## config.mk

```make
export PLATFORM = sky130hd
export DESIGN_NAME = obj_affine_fetch
export DESIGN_NICKNAME = d
export VERILOG_FILES = /design/src/rtl/obj_affine_fetch.sv
export SDC_FILE = /design/constraint.sdc
export NUM_CORES = 1
export LEC_CHECK = 0
export ABC_AREA = 1
export CORE_UTILIZATION = 50
export DETAILED_ROUTE_END_ITERATION = 10
export PLACE_DENSITY = 0.8
export SYNTH_ARGS = -nofsm -noshare
export SYNTH_HDL_FRONTEND = slang
export SYNTH_SLANG_ARGS = --single-unit
```

## constraint.sdc

```tcl
create_clock -name clock -period 3.7 [get_ports clock]
set_input_delay 0.74 -clock clock [delete_from_list [all_inputs] [get_ports clock]]
set_output_delay 0.74 -clock clock [all_outputs]
set_load 0.01 [all_outputs]
```

## src/rtl/obj_affine_fetch.sv

```systemverilog
// Affine OBJ line fetch: walks render columns, reads OBJ tile VRAM, writes line buffer.
// Ports: clock/reset, start + sprite params, col/x/y to rot-scale, vram_*, lb_*, busy/done. Option: OBJ_1D_MAP_EN.
module obj_affine_fetch (
  input  logic        clock,
  input  logic        reset,
  input  logic        start,
  input  logic [8:0]  objx,
  input  logic [7:0]  hsize,
  input  logic [7:0]  vsize,
  input  logic        dblsize,
  input  logic        bpp8,
  input  logic        map1d,
  input  logic [9:0]  tile_base,
  input  logic [3:0]  palbank,
  output logic [7:0]  col,
  input  logic [6:0]  x,
  input  logic [6:0]  y,
  output logic        vram_req,
  output logic [13:0] vram_addr,
  input  logic        vram_ack,
  input  logic [15:0] vram_rdata,
  output logic        lb_we,
  output logic [7:0]  lb_addr,
  output logic [7:0]  lb_data,
  output logic        busy,
  output logic        done
);

  typedef enum logic [2:0] {
    IDLE, CALC, FETCH, WRITE, DONE
  } state_t;

  typedef struct packed {
    logic [8:0] objx;
    logic [7:0] hsize;
    logic [7:0] vsize;
    logic       dbl;
    logic       bpp8;
    logic       map1d;
    logic [9:0] tbase;
    logic [3:0] pal;
  } prm_t;

  state_t     st, st_n;
  prm_t       prm;
  logic [7:0] i, i_n;
  logic [6:0] xl, yl;
  logic [7:0] pix;
  logic       opq;

  logic [7:0]  width;
  logic [7:0]  i_inc;
  logic        last;
  logic [8:0]  sx;
  logic        skip;
  logic [9:0]  stride;
  logic [9:0]  ty, tx, tile;
  logic [5:0]  inner;
  logic [14:0] boff;
  logic [7:0]  byt;
  logic [3:0]  nib;
  logic [7:0]  pix_n;
  logic        opq_n;

  assign width = prm.dbl ? {prm.hsize[6:0], 1'b0}
                         : prm.hsize;
  assign i_inc = i + 8'd1;
  assign last  = (i_inc == width);
  assign sx    = prm.objx + {1'b0, i};
  assign skip  = (sx >= 9'd240)
              || ({1'b0, x} >= prm.hsize)
              || ({1'b0, y} >= prm.vsize);

`ifdef OBJ_1D_MAP_EN
  logic [9:0] s1d;
  assign s1d    = {5'b0, prm.hsize[7:3]} << prm.bpp8;
  assign stride = prm.map1d ? s1d : 10'd32;
`else
  logic unused_map1d;
  assign unused_map1d = prm.map1d;
  assign stride       = 10'd32;
`endif

  assign ty    = {6'b0, yl[6:3]} * stride;
  assign tx    = prm.bpp8 ? {5'b0, xl[6:3], 1'b0}
                          : {6'b0, xl[6:3]};
  assign tile  = prm.tbase + ty + tx;
  assign inner = prm.bpp8 ? {yl[2:0], xl[2:0]}
                          : {1'b0, yl[2:0], xl[2:1]};
  assign boff  = {tile, 5'b0} + {9'b0, inner};

  assign byt   = boff[0] ? vram_rdata[15:8]
                         : vram_rdata[7:0];
  assign nib   = xl[0] ? byt[7:4] : byt[3:0];
  assign pix_n = prm.bpp8 ? byt : {prm.pal, nib};
  assign opq_n = prm.bpp8 ? (|byt) : (|nib);

  always_ff @(posedge clock or posedge reset) begin
    if (reset) begin
      st  <= IDLE;
      i   <= '0;
      prm <= '0;
      xl  <= '0;
      yl  <= '0;
      pix <= '0;
      opq <= 1'b0;
    end else begin
      st <= st_n;
      i  <= i_n;
      if (st == IDLE && start) begin
        prm.objx  <= objx;
        prm.hsize <= hsize;
        prm.vsize <= vsize;
        prm.dbl   <= dblsize;
        prm.bpp8  <= bpp8;
        prm.map1d <= map1d;
        prm.tbase <= tile_base;
        prm.pal   <= palbank;
      end
      if (st == CALC && !skip) begin
        xl <= x;
        yl <= y;
      end
      if (st == FETCH && vram_ack) begin
        pix <= pix_n;
        opq <= opq_n;
      end
    end
  end

  always_comb begin
    st_n = st;
    i_n  = i;
    unique case (st)
      IDLE: begin
        if (start) begin
          st_n = CALC;
          i_n  = '0;
        end
      end
      CALC: begin
        if (skip) begin
          i_n  = i_inc;
          st_n = last ? DONE : CALC;
        end else begin
          st_n = FETCH;
        end
      end
      FETCH: begin
        if (vram_ack) st_n = WRITE;
      end
      WRITE: begin
        i_n  = i_inc;
        st_n = last ? DONE : CALC;
      end
      DONE: begin
        st_n = IDLE;
        i_n  = '0;
      end
      default: begin
        st_n = IDLE;
        i_n  = '0;
      end
    endcase
  end

  assign col       = i;
  assign vram_req  = (st == FETCH);
  assign vram_addr = vram_req ? boff[14:1] : '0;
  assign lb_we     = (st == WRITE) && opq;
  assign lb_addr   = lb_we ? sx[7:0] : '0;
  assign lb_data   = lb_we ? pix : '0;
  assign busy      = (st == CALC) || (st == FETCH)
                  || (st == WRITE);
  assign done      = (st == DONE);

endmodule

```

==> results of run 1 <==
-- where the power goes --
group / leakage (nW) / total [W] / internal (W) / switching, W
clock: 0.0791 / 0.000546 / 0.000240 / 0.000306
sequential: 0.888 / 0.00145 / 0.00119 / 0.000261
combinational: 2.30 / 0.00292 / 0.00122 / 0.00170
total: 3.27 / 0.00492 / 0.00265 / 0.00227
-- state kept, by name (all words and copies together) (netlist names) --
name and count:
prm 41, opq 1, col 8, yl 7, pix 8, xl 7, st 3
-- metrics by stage --
| stage | instance area (um2) | total power, W | setup slack, ns |
|---|---|---|---|
| after floorplan | 4970 | 0.00343 | 0.159 |
| after global placement | 6290 | 0.00404 | 0.137 |
| after detailed placement | 6290 | 0.00419 | 0.00386 |
| after CTS | 6480 | 0.00481 | 0.00562 |
| after global routing | 6520 | 0.00538 | -0.0434 |
| final | 6520 | 0.00492 | 0.122 |
-- path summary, 6_finish.rpt --
kind | start | to | slack (ns)
max | prm[15] | vram_addr[11] | 0.12
min | opq | opq | 0.49
max reg2reg | col[0] | col[2] | 0.81
min reg2reg | opq | opq | 0.49
max in group asynchronous | reset | prm[19] | 2.15
min in group asynchronous | reset | prm[8] | 0.78
-- layout make-up --
| type | count | area [um2] | area share, % |
|---|---|---|---|
| Timing Repair Buffer | 132 | 1270 | 19.5 |
| Tap cell | 133 | 166 | 2.55 |
| Inverter | 81 | 304 | 4.66 |
| Clock inverter | 5 | 30.0 | 0.460 |
| Multi-Input combinational cell | 476 | 2740 | 42.0 |
| Clock buffer | 11 | 131 | 2.01 |
| Sequential cell | 75 | 1880 | 28.8 |
-- worst register-to-register path, stage by stage (launching register included) --
cell                      delay (ns)
sky130_fd_sc_hd__dfrtp_1        0.48
sky130_fd_sc_hd__ha_1           0.28
sky130_fd_sc_hd__fa_1           0.44
sky130_fd_sc_hd__nand2_1        0.11
sky130_fd_sc_hd__nand3_2        0.08
sky130_fd_sc_hd__xnor2_1        0.20
sky130_fd_sc_hd__nor2_1         0.08
sky130_fd_sc_hd__nand2_1        0.09
sky130_fd_sc_hd__nand3_1        0.13
sky130_fd_sc_hd__nor2_4         0.29
sky130_fd_sc_hd__nand2_4        0.27
sky130_fd_sc_hd__nand3_2        0.23
sky130_fd_sc_hd__nand2_1        0.09
sky130_fd_sc_hd__nand2_1        0.06
-- logic make-up after synthesis --
family                   Yosys count
AND/OR/NAND/NOR                  293
AO/OA/AOI/OAI                    102
buffers and inverters            100
flip-flops                        75
adder cells (fa/ha/maj)           36
multiplexers                      25
XOR/XNOR                          20
-- repair_timing --
item | in CTS | in global routing
pin swaps | 2 | 6
gates resized for setup | 12 | 18
buffers inserted | 2 | 2
cloned | 0 | 1
setup endpoints to repair | 5 | 6
-- cell usage after synthesis (11+ instances only) --
cell / instances
sky130_fd_sc_hd__nand2_1: 162
sky130_fd_sc_hd__inv_1: 78
sky130_fd_sc_hd__dfrtp_1: 75
sky130_fd_sc_hd__nor2_1: 75
sky130_fd_sc_hd__a21oi_1: 47
sky130_fd_sc_hd__o21ai_0: 38
sky130_fd_sc_hd__ha_1: 34
sky130_fd_sc_hd__nand3_1: 28
sky130_fd_sc_hd__mux2_2: 23
sky130_fd_sc_hd__xor2_1: 15
sky130_fd_sc_hd__clkbuf_1: 11
sky130_fd_sc_hd__nand4_1: 11
-- metal layers --
layer / vias to the layer above / GRT usage, % / routed length [um]
met5: - / 0 / 0
li1: 2365 / - / -
met4: 0 / 10.5 / 285
met2: 136 / 46.3 / 6490
met1: 2273 / 30.4 / 5340
met3: 23 / 3.04 / 600
==> results.rst, run 1 <==
.. list-table::
   :header-rows: 1

   * - Metric
     - Value
   * - Family with the most delay on the worst path
     - buffers and inverters
   * - Post-Place Cells
     - 892
   * - Post-synth EDFFs
     - 0
   * - Half-perimeter wire length of the detailed placement result
     - 9780 um
   * - Via/cell ratio
     - 5.25
   * - Synthesized Nets
     - 763
   * - Fill cell total of the finished layout
     - 836
   * - Routed length per instance
     - 13.9 um
   * - Final min period
     - 3.58 ns
   * - Cell Pwr Density
     - 754 nW/um2
   * - Area grow syn2layout
     - 31.3%
   * - Total standard cell area after synthesis
     - 4970 um2
   * - Number of non-filler instances in the completed layout
     - 913
   * - Antenna Violating Nets Remaining
     - 0
   * - Total count of hold-check failures in the final report
     - 0
   * - Kind of path behind the tightest hold check
     - register to register
   * - Yosys cell types
     - 37
   * - Clock tree buffer depth
     - 2
   * - Clock root buffer master
     - sky130_fd_sc_hd__clkbuf_8
   * - Pin count of the biggest net entering global routing
     - 36
   * - Area share of the largest cell type after synthesis
     - 37.8%
   * - Number of buffer and inverter instances along the worst setup path
     - 4
   * - Logic depth of the worst path, buffers included
     - 16
   * - Maximum Capacitance Violations
     - 0
   * - Top cell type by total area after synthesis
     - sky130_fd_sc_hd__dfrtp_1
   * - DR vias
     - 4797
   * - Pleak
     - 3.27 nW
   * - Drt pass-1 iters
     - 6
   * - Synth Area in Adders
     - 9.37%
   * - Boundary pin count
     - 118
   * - Via count of the first global-routing pass
     - 4570
   * - Number of buffers inserted by port buffering
     - 116
   * - Rel. slew slack
     - 52.6%
   * - Gr usage total
     - 25.5%
   * - FFs w/ async S/R, synth
     - 100%
   * - Insertion delay to the later sink of the worst-skew pair
     - 0.35 ns
   * - Slowest CP cell
     - sky130_fd_sc_hd__dfrtp_1
   * - Simple-gate area share of the yosys netlist
     - 24.7%
   * - Total number of nets in the final design
     - 887
   * - # hold bufs at CTS
     - 0
   * - Layout cells sized above 1
     - 10.3%
   * - Compound-gate portion of the synthesized area
     - 11.1%
   * - Worst VDD drop
     - 301 uV
   * - Depth of the worst register-to-register path
     - 13
   * - Tcrit/Tclk final
     - 96.7%
   * - Share of the core filled with cells in the final layout
     - 67.4%
   * - DRC violations left
     - 0
   * - Wire length of the first global-routing pass
     - 20500 um
   * - Gate Count Post-Synth
     - 651
   * - Clk pin slew, worst setup/hold paths
     - 0.08 ns
   * - Critical path data arrival time
     - 2.84 ns
   * - Number of buffers created by CTS
     - 9
   * - Worst-path cell chain
     - buf_6 -> nand2_1 -> o21ai_1 -> ha_1 -> buf_6 -> nand3_1 -> nand2_2 -> nand2_1 -> nand2_1 -> a21oi_2 -> xor2_1 -> buf_4 -> nor2_4 -> o21ai_0 -> a21oi_1 -> buf_2
   * - Antenna diode instance count
     - 0
   * - Synthesized area per cell
     - 7.63 um2
   * - Worst slack on hold paths
     - 0.495 ns
   * - Ys flop type
     - sky130_fd_sc_hd__dfrtp_1
   * - Cells taking the most area after synthesis
     - sky130_fd_sc_hd__dfrtp_1 38%, sky130_fd_sc_hd__nand2_1 12%, sky130_fd_sc_hd__ha_1 8.6%
   * - Die W
     - 102 um
   * - Most frequent cells in the layout
     - 161 x sky130_fd_sc_hd__nand2_1, 110 x sky130_fd_sc_hd__clkdlybuf4s50_1, 76 x sky130_fd_sc_hd__inv_1
   * - Fmax
     - 280 MHz
   * - Total gr overflow
     - 0
   * - Number of sinks handled by clock tree synthesis
     - 75
   * - Sum Neg Setup Slack
     - 0 ns
   * - Crit start category
     - register
   * - Core Region
     - 9680 um2
   * - Setup Skew
     - 0.0101 ns
   * - Worst Path Class, Setup
     - register to primary output
   * - Post-Synth XOR/XNOR Area
     - 3.53%
   * - Initial DRC count
     - 179
   * - Sequential area share after synthesis
     - 37.8%
   * - Worst hold path depth
     - 2
   * - Synth warn
     - 0
   * - Crit-path max FO
     - 5
   * - Number of core rows
     - 36
   * - Max-slew violations
     - 0
   * - Number of antenna violations at the first check in global routing
     - 0
   * - Number of endpoints failing setup at the final stage
     - 0
   * - Category of the worst setup path capture point
     - primary output
   * - Combinational family with the most area after synthesis
     - simple AND/OR/NAND/NOR gates
   * - Initial Util
     - 51.3%
   * - Yosys reg bits
     - 75
   * - Stage delay of the slowest cell on the critical path
     - 0.42 ns
   * - Leading cell type in the layout, fill and taps excluded
     - sky130_fd_sc_hd__nand2_1
   * - Data required, critical path
     - 2.96 ns
   * - WL final
     - 12700 um
   * - Clock tree from TritonCTS
     - yes
   * - Weighted congestion reported at the end of routability-driven placement
     - 0.873
   * - Chip height
     - 102 um
   * - Slew @ Worst Pin
     - 0.711 ns
   * - Result of the run
     - finished clean
   * - Mux share of post-synthesis cell area
     - 5.62%
   * - H-tree levels
     - 3
   * - Cell repeated most along the worst path
     - sky130_fd_sc_hd__nand2_1
   * - DIE AREA
     - 10300 um2
No activity file was read; power rests on OpenSTA's default activity.
==> run 2: changes to the inputs <==
--- a/config.mk
+++ b/config.mk
@@ -6,8 +6,10 @@
 export NUM_CORES = 1
 export LEC_CHECK = 0
 export ABC_AREA = 1
+export CORE_ASPECT_RATIO = 2
 export CORE_UTILIZATION = 50
 export DETAILED_ROUTE_END_ITERATION = 10
+export GPL_TIMING_DRIVEN = 0
 export PLACE_DENSITY = 0.8
 export SYNTH_ARGS = -nofsm -noshare
 export SYNTH_HDL_FRONTEND = slang
==> results.rst, run 2 (synthesized netlist as in run 1, its figures left out) <==
.. list-table::
   :header-rows: 1

   * - Metric
     - Value
   * - Stage delay of the slowest cell on the critical path
     - 0.37 ns (-0.05 ns)
   * - # hold bufs at CTS
     - 0 (unchanged)
   * - Area grow syn2layout
     - 36.5%
   * - Setup Skew
     - 0.00563 ns (-0.00444 ns)
   * - Slew @ Worst Pin
     - 0.846 ns (+0.135 ns)
   * - Kind of path behind the tightest hold check
     - register to register
   * - Pin count of the biggest net entering global routing
     - 59 (+64%)
   * - DR vias
     - 4870 (+1.5%)
   * - Crit-path max FO
     - 6 (+1)
   * - Clock tree buffer depth
     - 2 (unchanged)
   * - Rel. slew slack
     - 43.6% (-9.0 points)
   * - Worst Path Class, Setup
     - register to primary output
   * - Total number of nets in the final design
     - 904 (+1.9%)
   * - Cell Pwr Density
     - 806 nW/um2 (+7.0%)
   * - Antenna Violating Nets Remaining
     - 0 (unchanged)
   * - Number of endpoints failing setup at the final stage
     - 0 (unchanged)
   * - Number of buffers inserted by port buffering
     - 116 (unchanged)
   * - Number of buffers created by CTS
     - 9 (unchanged)
   * - Setup slack, reg-to-reg
     - 1.04 ns (+0.23 ns)
   * - Total count of hold-check failures in the final report
     - 0 (unchanged)
   * - Number of antenna violations at the first check in global routing
     - 0 (unchanged)
   * - Worst VDD drop
     - 394 uV (+31%)
   * - Final min period
     - 3.68 ns (+0.100 ns)
   * - Category of the worst setup path capture point
     - primary output
   * - Clock root buffer master
     - sky130_fd_sc_hd__clkbuf_16
   * - Initial DRC count
     - 205 (+15%)
   * - Most frequent cells in the layout
     - 160 x sky130_fd_sc_hd__nand2_1, 109 x sky130_fd_sc_hd__clkdlybuf4s50_1, 76 x sky130_fd_sc_hd__inv_1
   * - Cell repeated most along the worst path
     - sky130_fd_sc_hd__nand2_1
   * - Antenna diode instance count
     - 0 (unchanged)
   * - Routed length per instance
     - 14.8 um (+6.3%)
   * - Die W
     - 72.5 um (-29%)
   * - Pleak
     - 3.37 nW (+3.0%)
   * - Core Region
     - 9700 um2 (+0.15%)
   * - Flip-flop count of the largest register after layout
     - 41 (unchanged)
   * - CP startpoint
     - prm[15]
   * - Critical path data arrival time
     - 2.94 ns (+0.10 ns)
   * - Gr usage total
     - 28.5% (+3.0 points)
   * - H-tree levels
     - 3 (unchanged)
   * - Placement Setup Slack
     - -0.764 ns (-0.768 ns)
   * - Crit start category
     - register
   * - Insertion delay to the later sink of the worst-skew pair
     - 0.34 ns (about the same)
   * - Fmax
     - 272 MHz (-2.7%)
   * - FF-to-FF End
     - col[4]
   * - Area of combinational cells with multiple inputs
     - 2750 um2 (+0.50%)
   * - Drt pass-1 iters
     - 5 (-1)
   * - Layout cells sized above 1
     - 11.4% (+1.2 points)
   * - Launch instance of the worst register-to-register path
     - col[0]
   * - Boundary pin count
     - 118 (unchanged)
   * - Depth of the worst register-to-register path
     - 14 (+1)
   * - Initial Util
     - 51.2% (-0.079 points)
   * - DRC violations left
     - 0 (unchanged)
   * - Weighted congestion reported at the end of routability-driven placement
     - 0.896 (+2.5%)
   * - Number of core rows
     - 51 (+42%)
   * - Leading cell type in the layout, fill and taps excluded
     - sky130_fd_sc_hd__nand2_1
   * - Half-perimeter wire length of the detailed placement result
     - 10400 um (+6.7%)
   * - Wire length of the first global-routing pass
     - 22500 um (+9.7%)
   * - Largest register by flop count
     - prm
   * - Sum Neg Setup Slack
     - 0 ns (unchanged)
   * - Number of sinks handled by clock tree synthesis
     - 75 (unchanged)
   * - Worst-path cell chain
     - buf_6 -> clkbuf_8 -> o21ai_0 -> ha_1 -> a21oi_2 -> nand2_1 -> xnor2_1 -> inv_1 -> nand2_1 -> nor2_2 -> nand2_1 -> nor2_4 -> nand3_2 -> nand2_1 -> nand2_1 -> nor2_1 -> buf_2
   * - DIE AREA
     - 10400 um2 (+0.23%)
   * - Register area
     - 1880 um2 (unchanged)
   * - Result of the run
     - finished clean
   * - Tcrit/Tclk final
     - 99.4% (+2.7 points)
   * - Share of the core filled with cells in the final layout
     - 69.9% (+2.6 points)
   * - Maximum Capacitance Violations
     - 0 (unchanged)
   * - Clock tree from TritonCTS
     - yes
   * - Slowest CP cell
     - sky130_fd_sc_hd__dfrtp_1
   * - Data required, critical path
     - 2.96 ns (about the same)
   * - Worst setup path endpoint
     - vram_addr[13]
   * - Via/cell ratio
     - 5.24 (-0.23%)
   * - WL final
     - 13800 um (+8.2%)
   * - Worst Setup Slack, final
     - 0.0221 ns (-0.100 ns)
   * - Fill cell total of the finished layout
     - 805 (-3.7%)
   * - Design Power
     - 0.00547 W (+11%)
   * - Max-slew violations
     - 0 (unchanged)
   * - Via count of the first global-routing pass
     - 4984 (+9.1%)
   * - Total gr overflow
     - 0 (unchanged)
   * - Clk pin slew, worst setup/hold paths
     - 0.06 ns (-0.02 ns)
   * - Chip height
     - 143 um (+41%)
run 2: changes by cell type in the layout (fill, tap and decap cells not counted), moves of 3 or more:
cell                        change
sky130_fd_sc_hd__buf_1          +3
sky130_fd_sc_hd__clkbuf_8       -7
sky130_fd_sc_hd__clkbuf_16      +9
sky130_fd_sc_hd__clkbuf_1       +8
run 2: metrics by stage:
| step | cells | hold WS [ns] | instance area, um2 |
|---|---|---|---|
| 2_1_floorplan | 651 | 0.446 | 4970 |
| 3_3_place_gp | 899 | 0.468 | 6290 |
| 3_5_place_dp | 900 | 0.474 | 6320 |
| 4_1_cts | 926 | 0.493 | 6740 |
| 5_1_grt | 929 | 0.510 | 6780 |
| 6_report | 929 | 0.491 | 6780 |
run 2: critical path: cells and delay by family, from the launching register on:
| family | cells | cell delay, ns |
|---|---|---|
| simple gates | 9 | 0.87 |
| buf+inv | 4 | 0.51 |
| compound gates | 2 | 0.40 |
| flops | 1 | 0.37 |
| fa+ha+maj | 1 | 0.31 |
| xor+xnor | 1 | 0.15 |
run 2: cell type report:
class | instances | share of cell area, %
well taps | 132 | 2.44
plain buffers | 17 | 1.46
clock inverters | 4 | 0.738
flip-flops and latches | 75 | 27.7
repair buffers | 132 | 18.9
clock buffers | 12 | 3.63
multi-input cells | 476 | 40.6
inverters | 81 | 4.58
run 2: how the worst min path moves through the flow:
stage                from    end  slack (ns)  cells after the start
detailed placement    opq    opq        0.47                      2
global route        yl[6]  yl[6]        0.51                      2
global placement    yl[5]  yl[5]        0.47                      2
finish                opq    opq        0.49                      2
floorplan           yl[3]  yl[3]        0.45                      2
CTS                 yl[6]  yl[6]        0.49                      2
run 2: metal layers:
| layer | GRT usage (%) | vias to the layer above | wire length (um) |
|---|---|---|---|
| li1 | - | 2390 | - |
| met1 | 28.9 | 2277 | 4940 |
| met2 | 54.1 | 160 | 7620 |
| met3 | 3.18 | 43 | 550 |
| met4 | 16.5 | 0 | 644 |
| met5 | 0 | - | 0 |
run 2: what timing repair did:
item                                    in CTS  in global routing
pin swaps                                    8                 10
setup buffers                               11                  4
endpoints found under the setup margin       9                  6
gates resized for setup                     23                 21
run 2: power by group:
part | internal, W | switching [W] | leakage, nW
logic | 0.00134 | 0.00181 | 2.34
clock network | 0.000539 | 0.000330 | 0.139
registers | 0.00119 | 0.000257 | 0.888
total | 0.00307 | 0.00239 | 3.37
